**config.mk**
```make
export PLATFORM = sky130hd
export DESIGN_NAME = io_input_conditioner
export DESIGN_NICKNAME = d
export VERILOG_FILES = /design/src/rtl/io_input_conditioner.sv
export SDC_FILE = /design/constraint.sdc
export NUM_CORES = 1
export LEC_CHECK = 0
export CAP_MARGIN = 20
export CORE_MARGIN = 4
export CORE_UTILIZATION = 60
export DETAILED_ROUTE_END_ITERATION = 12
export PLACE_DENSITY = 0.84
export SYNTH_ARGS = -nofsm -noshare
export SYNTH_HDL_FRONTEND = slang
export SYNTH_SLANG_ARGS = --single-unit
export TNS_END_PERCENT = 100
```
**constraint.sdc**
```tcl
create_clock -name clock -period 4.3 [get_ports clock]
set_input_delay 0.86 -clock clock [delete_from_list [all_inputs] [get_ports clock]]
set_output_delay 0.86 -clock clock [all_outputs]
set_load 0.01 [all_outputs]
```
**src/rtl/io_input_conditioner.sv**
```systemverilog
// Switch/pushbutton conditioner: 2-flop sync, per-input debounce, sticky key-press flags, press counter.
// Latency: a held raw change reaches the debounced outputs on rising edge DB_LIMIT+2 after it is first sampled.
// Backpressure: none; free-running, every output is a register readable at any time.
//
// Ports:
//   clock, reset      single clock, synchronous active-high reset
//   sw[9:0]           raw slide switches (1 = on)
//   key[3:0]          raw pushbuttons, active-low (0 = pressed)
//   ev_clr[3:0]       per-key clear of the sticky press flags
//   cnt_clr           clear of the press counter
//   sw_value          {22'b0, debounced sw}
//   key_state         {28'b0, debounced keys, 1 = pressed}
//   key_event         {28'b0, sticky press flags}
//   key_count         {16'b0, press counter}
// Optional feature: define IO_PRESS_COUNT_EN to build the press counter; otherwise
// key_count reads 32'h0 and cnt_clr is ignored.
module io_input_conditioner #(
    parameter int DB_LIMIT = 50000,
    parameter int DB_CNT_W = 16
) (
    input  logic        clock,
    input  logic        reset,
    input  logic [9:0]  sw,
    input  logic [3:0]  key,
    input  logic [3:0]  ev_clr,
    input  logic        cnt_clr,
    output logic [31:0] sw_value,
    output logic [31:0] key_state,
    output logic [31:0] key_event,
    output logic [31:0] key_count
);

    localparam int N_IN = 14;
    // Keys idle high (released), switches idle low.
    localparam logic [N_IN-1:0] RST_LVL = {4'hF, 10'h000};
    localparam logic [DB_CNT_W-1:0] DB_LAST = DB_CNT_W'(DB_LIMIT - 1);

    // Bit layout of all per-input vectors: [13:10] keys, [9:0] switches.
    logic [N_IN-1:0]     sync1;
    logic [N_IN-1:0]     sync2;
    logic [N_IN-1:0]     stable;
    logic [DB_CNT_W-1:0] db_cnt [N_IN];
    logic [3:0]          press_evt;
    logic [2:0]          n_evt;
    logic [3:0]          key_flag;

    always_ff @(posedge clock) begin
        if (reset) begin
            sync1  <= RST_LVL;
            sync2  <= RST_LVL;
            stable <= RST_LVL;
            for (int i = 0; i < N_IN; i++) begin
                db_cnt[i] <= '0;
            end
        end else begin
            sync1 <= {key, sw};
            sync2 <= sync1;
            for (int i = 0; i < N_IN; i++) begin
                if (sync2[i] == stable[i]) begin
                    // Any reversion restarts qualification from zero.
                    db_cnt[i] <= '0;
                end else if (db_cnt[i] == DB_LAST) begin
                    stable[i] <= sync2[i];
                    db_cnt[i] <= '0;
                end else begin
                    db_cnt[i] <= db_cnt[i] + 1'b1;
                end
            end
        end
    end

    // A press is the cycle in which a key's stable level is about to go 1->0,
    // so flags and counter update on the same edge as the stable register.
    always_comb begin
        press_evt = '0;
        n_evt     = '0;
        for (int k = 0; k < 4; k++) begin
            press_evt[k] = stable[10+k] & ~sync2[10+k] & (db_cnt[10+k] == DB_LAST);
            n_evt        = n_evt + 3'(press_evt[k]);
        end
    end

    // Set has priority over a coincident clear.
    always_ff @(posedge clock) begin
        if (reset) begin
            key_flag <= '0;
        end else begin
            key_flag <= (key_flag & ~ev_clr) | press_evt;
        end
    end

`ifdef IO_PRESS_COUNT_EN
    logic [15:0] press_cnt;

    // A clear coinciding with presses loads the presses of that edge.
    always_ff @(posedge clock) begin
        if (reset) begin
            press_cnt <= '0;
        end else if (cnt_clr) begin
            press_cnt <= {13'b0, n_evt};
        end else begin
            press_cnt <= press_cnt + {13'b0, n_evt};
        end
    end

    assign key_count = {16'b0, press_cnt};
`else
    logic unused_cnt_in;
    assign unused_cnt_in = ^{cnt_clr, n_evt};
    assign key_count     = 32'h0;
`endif

    assign sw_value  = {22'b0, stable[9:0]};
    assign key_state = {28'b0, ~stable[13:10]};
    assign key_event = {28'b0, key_flag};

endmodule

```
Word-level counts from Yosys, hierarchy flattened
Memory sizes are Yosys's and may differ from the RTL's. Cells that the tools add are included.

Bitwise operators: 72. Equal/unequal tests: 28. Add/sub/neg operators: 14. Mux-type cells: 198. Reduce and logical (&&, ||, !) cells: 14.

Operators with widths (count): $mux W16 (42); $add A16 B1 Y16 const B (14); $eq A16 B16 Y1 const B (14); $mux W1 (156); $or A1 B1 Y1 (42); $reduce_and A2 Y1 (14); $not A1 Y1 (18); $eq A1 B1 Y1 (14); $and A1 B1 Y1 (8); $not A4 Y4 (2); $and A4 B4 Y4 (1); $or A4 B4 Y4 (1).

Memories: 1. Word-level logic and storage cells: 344. Flip-flop bits (word level): 46. RAM bits: 224. Input bits: 21.

Memory list: db_cnt (words 14, bits a word 16, read ports 14, clocked after memory_dff 0, wr ports 14, line 42) `logic [DB_CNT_W-1:0] db_cnt [N_IN];`.

Depth between registers and ports, before layout
Gate-level depths: netlist of run 1. An unclocked memory read counts as a cell.

Depth after elaboration: 8. Mapped depth: 7. Depth with buffers taken out: 5.

Worst setup path after synthesis of run 1
Ideal clock, no wire load.

Path kind: input port to flip-flop. From: in reset. To: mem db_cnt[2][3], in the netlist db_cnt[0][35], data pin. Required time: 4034 ps. Arrival: 1924 ps. Library setup time: 266 ps. Path slack: 2110 ps. Stages: 6. Cells stage by stage: clkbuf_1 -> clkbuf_1 -> nor2_1 -> nand2_1 -> clkbuf_1 -> nor2_1.

RTL lines: start, declared (line 22) `input logic reset,`; end, declared (line 42).

==> results of run 1 <==
[sequential cells by signal (all words and copies together) (netlist names)]
signal	flops
db_cnt	224
sync2	14
sync1	14
key_flag	4
stable	14
[cells by family after synthesis]
family | synth area share, %
muxes | 0.549
xor gates and xnor gates | 12.1
AOI/OAI and AO/OA | 1.14
other | 0.0515
adders and majority gates | 1.54
buffers and inverters | 8.60
DFF | 52.4
and+or+nand+nor | 23.6
[how the worst max path moves through the flow]
stage	from	to	cells past startpoint
floorplan	reset	db_cnt[0][35]$_SDFFCE_PN0P_	6
global placement	reset	db_cnt[0][66]$_SDFFCE_PN0P_	4
detailed placement	reset	db_cnt[0][70]$_SDFFCE_PN0P_	4
CTS	db_cnt[0][48]$_SDFFCE_PN0P_	db_cnt[0][54]$_SDFFCE_PN0P_	5
global route	db_cnt[1][80]$_SDFFCE_PP0P_	db_cnt[1][85]$_SDFFCE_PP0P_	5
finish	db_cnt[1][39]$_SDFFCE_PP0P_	db_cnt[1][39]$_SDFFCE_PP0P_	4
[cell usage after synthesis, types with 11 or more instances]
| library cell | n |
|---|---|
| or3_1 | 14 |
| xor2_1 | 34 |
| nand2_1 | 51 |
| edfxtp_1 | 224 |
| nand3_1 | 75 |
| inv_1 | 53 |
| nand4_1 | 56 |
| nor3_1 | 51 |
| nor2_1 | 256 |
| a21oi_1 | 14 |
| buf_4 | 125 |
| and3_1 | 11 |
| xnor2_1 | 168 |
| nor4_1 | 63 |
| clkbuf_1 | 13 |
| ha_1 | 18 |
| dfxtp_1 | 46 |
| or2_2 | 11 |
| nor2b_1 | 24 |
| or4_1 | 11 |
[power breakdown]
group	leakage [nW]	total [mW]	switching (mW)	internal, mW
clock	0.477	2.50	0.970	1.53
sequential	2.69	3.05	0.114	2.94
combinational	2.73	0.286	0.179	0.107
[layer usage]
metal  GRT usage [%]  up-vias  share of wire (%)
met5               0        -                  0
met4            4.73        0                1.7
met3            2.96       36                4.4
met2            34.0      255                 51
met1            24.3     4707                 43
li1                -     5007                  -
[critical path: cells and delay by family, from the launching register on]
kind / cells / cell delay (ns)
flip-flops: 1 / 0.47
AND/OR/NAND/NOR: 4 / 1.63
[cell type report]
cell class	instances	area (um^2)	share of cell area (%)
clock buffer	36	792	4.79
clock inverter	17	178	1.07
inverter	53	199	1.20
multi-input combinational	1257	6930	41.9
sequential	270	7650	46.2
tap	319	399	2.41
timing repair buffer	39	393	2.38
==> results.toml, run 1 <==
[global_route]
grt_max_degree = 40
grtUsageTotal_pct = 19.0
grt_pass1_vias = 9771
grt_pass1_wl_mm = 43.5
overflow = 0
antenna_found_initial = 0

[drt]
antenna_left = 0
vias = 10005
drc = 0
vias_per_cell = 5.03
firstDrtPassIters = 5
wl_per_cell_um = 12.8
dr.first_iter.drc_count = 661
routed_wl_mm = 25.6

[finish]
drive_gt1_share_pct = 3.83
utilization_pct = 69.8
final_cell_mix = "conb_1 (334), nor2_1 (256), edfxtp_1 (224), xnor2_1 (168), nand3_1 (75)"
synthToLayoutAreaGrowth_pct = 13.4
diodes = 0
final_common_cell = "conb_1"
final_cells = 1991
fillers = 1780
finish.instance_area_mm2 = 0.0165
num-nets-final = 1689

[power]
power_per_cell_area_mw_per_mm2 = 353
leakagePower_nw = 5.90
peakVddDrop_mv = 0.346
power_mw = 5.84

[sta]
fin_tns_setup_ns = 0
setup_violations = 0
fmax_ghz = 0.420
post-route-min-period_ns = 2.38
finalHoldViolCount = 0
fin_hold_ws_ns = 0.408
rsz0062_at_grt = "false"
tightest_slew_ns = 0.615
finalCritPeriodShare_pct = 55.3
skew_ns = 0.0165
slew_headroom_pct = 59.0
setup_slack_ns = 1.92
slew_viol_final = 0

[synth]
synth_edf_count = 224
synthTopCellsByArea = "edfxtp_1 (46%), xnor2_1 (10%), nor2_1 (6.6%)"
syn-instance-count = 1399
synth_top_area_share_pct = 46.1
synth_top_area_cell = "edfxtp_1"
ys_seq_elements = 270
avgSynthCellArea_um2 = 10.4
async_flop_share_pct = 0
yosys_warnings = 0
netlist_area_mm2 = 0.0146
synth_cell_types = 44
synth.yosys.seq_area_share_pct = 52.4
yosys_most_used_dff = "edfxtp_1"

[clock_network]
ctsHoldBuffers = 0
ctsResizeCount = 0
clock_latency_ns = 0.54
cts_made_buffers = 29
htreeDepth = 1
cts_root_buf = "clkbuf_16"
clockBufferDepth = 3
post_cts_buffers = 0
clkSinkCount = 270
cts_tree = "done"
cts.clk_slew.worst_paths_ns = 0.06

[placed_design]
placedCellCount = 1937
place_hpwl_mm = 18.0
io_buffers = 37
gp_congestion = 0.838
dpl_worst_slack_ns = 1.74
placed_area_mm2 = 0.0156

[critical_path]
reg2reg_slack_ns = 1.92
rr_worst_depth = 4
arrival_ns = 2.65
cp_slowest_cell = "or4b_1"
crit_fanout = 16
path_class = "reg2reg"
required_ns = 4.57
critPathMaxStageDelay_ns = 0.57
crit_chain = "or4b_1 -> nor4_2 -> or3_1 -> nor2_1"
cp-start-kind = "register"
r2r-start = "db_cnt[1][39]$_SDFFCE_PP0P_"
r2r-end = "db_cnt[1][39]$_SDFFCE_PP0P_"
endpoint_kind = "register"

[job]
maxCapViolations = 0

[floorplan]
ioPinCount = 149
dieWidth_um = 164
die_area_mm2 = 0.0269
start_util_pct = 61.6
fp.dieH_um = 164
std_cell_rows = 56
core_mm2 = 0.0237

[hold_path]
hp-start = "sync1[11]$_SDFF_PP1_"
min_path_type = "reg2reg"
hold-path-cell-count = 1
hold_end = "sync2[11]$_SDFF_PP1_"

[status]
outcome = "completed"
No activity file was read; power rests on OpenSTA's default activity.
==> run 2: changes to the inputs <==
- CORE_UTILIZATION: 60 -> 58
- PLACE_DENSITY: 0.84 -> 0.81
- clock period: 4.3 -> 2.42 ns (I/O delays scaled with it)
==> run 2 against run 1 <==
Hold slack lost 0.0016 ns. Wire length shrank 3.1%. Worst setup slack lost 1.8 ns. Design area grew 0.75%. Count of clock-buffer cells in the layout grew 13. Clock power grew 69%. Sequential share of layout area shrank 0.34 points. Global-route usage shrank 1.5 points. Largest power group unchanged. Highest routed layer unchanged.
==> results.toml, run 2 (synthesized netlist as in run 1, its figures left out) <==
[global_route]
grt_pass1_wl_mm = 43.0
grt_pass1_vias = 9884
grt_max_degree = 35
antenna_found_initial = 0
overflow = 0
grtUsageTotal_pct = 17.5

[drt]
dr.first_iter.drc_count = 812
antenna_left = 0
vias = 9901
wl_per_cell_um = 12.3
vias_per_cell = 4.90
routed_wl_mm = 24.8
drc = 0
firstDrtPassIters = 5

[finish]
num-nets-final = 1711
diodes = 0
final_common_cell = "conb_1"
largest-register = "db_cnt"
largest_register_ffs = 224
finish.instance_area_mm2 = 0.0167
final_cell_mix = "conb_1 (334), nor2_1 (256), edfxtp_1 (224), xnor2_1 (168), nand3_1 (75)"
utilization_pct = 67.9
fillers = 1895
synthToLayoutAreaGrowth_pct = 14.2
drive_gt1_share_pct = 4.84

[power]
p_seq_share_pct = 53.3
switchingPower_mw = 2.21
clkPwrFrac_pct = 41.6
peakVddDrop_mv = 0.543
pwr-share-comb_pct = 5.1
p_int_mw = 7.95
power_per_cell_area_mw_per_mm2 = 610
leakagePower_nw = 5.96
swShare_pct = 21.8

[floorplan]
die_area_mm2 = 0.0278
ioPinCount = 149
core_mm2 = 0.0245
start_util_pct = 59.5
std_cell_rows = 57
fp.dieH_um = 167
dieWidth_um = 167

[critical_path]
rr_worst_depth = 4
crit_fanout = 15
r2r-start = "db_cnt[0][101]$_SDFFCE_PN0P_"
path_class = "reg2reg"
r2r-end = "db_cnt[0][108]$_SDFFCE_PN0P_"
endpoint_kind = "register"
required_ns = 2.69
reg2reg_slack_ns = 0.13
arrival_ns = 2.56
crit_start = "db_cnt[0][101]$_SDFFCE_PN0P_"
cp-endpoint = "db_cnt[0][108]$_SDFFCE_PN0P_"
cp-start-kind = "register"

[sta]
fin_tns_setup_ns = 0
slew_viol_final = 0
rsz0062_at_grt = "false"
finalCritPeriodShare_pct = 94.5
skew_ns = 0.0185
tightest_slew_ns = 0.534
post-route-min-period_ns = 2.29
slew_headroom_pct = 64.4
fin_hold_ws_ns = 0.406
fmax_ghz = 0.437
finalHoldViolCount = 0
setup_violations = 0

[placed_design]
place_hpwl_mm = 17.8
io_buffers = 37
gp_congestion = 0.832
placed_area_mm2 = 0.0158

[clock_network]
cts_made_buffers = 29
ctsHoldBuffers = 0
clock_latency_ns = 0.54
cts_root_buf = "clkbuf_16"
clkSinkCount = 270
cts.clk_slew.worst_paths_ns = 0.06
cts_tree = "done"
htreeDepth = 1
ctsResizeCount = 0
clockBufferDepth = 3
post_cts_buffers = 0

[status]
outcome = "completed"

[job]
maxCapViolations = 0

[hold_path]
min_path_type = "reg2reg"
[run 2: cell count changes in the layout (fill, tap and decap cells not counted)]
cell,change
buf_4,+21
bufinv_16,-2
buf_12,+1
clkbuf_8,-1
clkinv_1,-9
clkbuf_1,+14
clkinv_2,-1
[run 2: worst max-delay path: stages (launching register included)]
cell,delay [ns]
edfxtp_1,0.45
or4_4,0.54
or4_4,0.54
o21ai_4,0.38
nor2_1,0.11
[run 2: per-layer routing]
layer / vias to the layer above / global-route usage [%] / share of wire [%]
met3: 48 / 2.80 / 4.1
met2: 180 / 31.3 / 50
li1: 5046 / - / -
met1: 4627 / 22.5 / 43
met5: - / 0 / 0
met4: 0 / 4.45 / 2.0
[run 2: worst min path at each step]
stage	start	to	depth (start not counted)
after floorplan	sync1[10]$_SDFF_PP1_	sync2[10]$_SDFF_PP1_	1
after global placement	sync1[12]$_SDFF_PP1_	sync2[12]$_SDFF_PP1_	1
after detailed placement	sync1[11]$_SDFF_PP1_	sync2[11]$_SDFF_PP1_	1
after CTS	sync1[11]$_SDFF_PP1_	sync2[11]$_SDFF_PP1_	1
after global routing	sync1[10]$_SDFF_PP1_	sync2[10]$_SDFF_PP1_	1
final	sync1[11]$_SDFF_PP1_	sync2[11]$_SDFF_PP1_	1
[run 2: power by group through the flow]
stage                     logic, mW  clock network (mW)  registers [mW]
after detailed placement      0.496                   0            5.51
final                         0.516                4.23            5.42
after global placement        0.488                   0            5.50
after CTS                     0.502                4.34            5.42
after global routing          0.593                4.54            5.45
after floorplan               0.546                   0            5.45
[run 2: per-stage QoR]
step	total power [mW]	setup slack (ns)	cells
after CTS	10.3	0.120	2019
after global placement	5.98	0.193	1965
after global routing	10.6	0.0322	2019
final	10.2	0.133	2019
after detailed placement	6.01	0.134	1965
after floorplan	6.00	0.282	1731
[run 2: area by class of cell]
cell class	count	area (um^2)	area share (%)
sequential	270	7650	45.9
multi-input combinational	1257	6930	41.6
clock buffer	49	831	4.99
timing repair buffer	61	571	3.42
tap	324	405	2.43
inverter	53	199	1.19
clock inverter	5	78.8	0.473
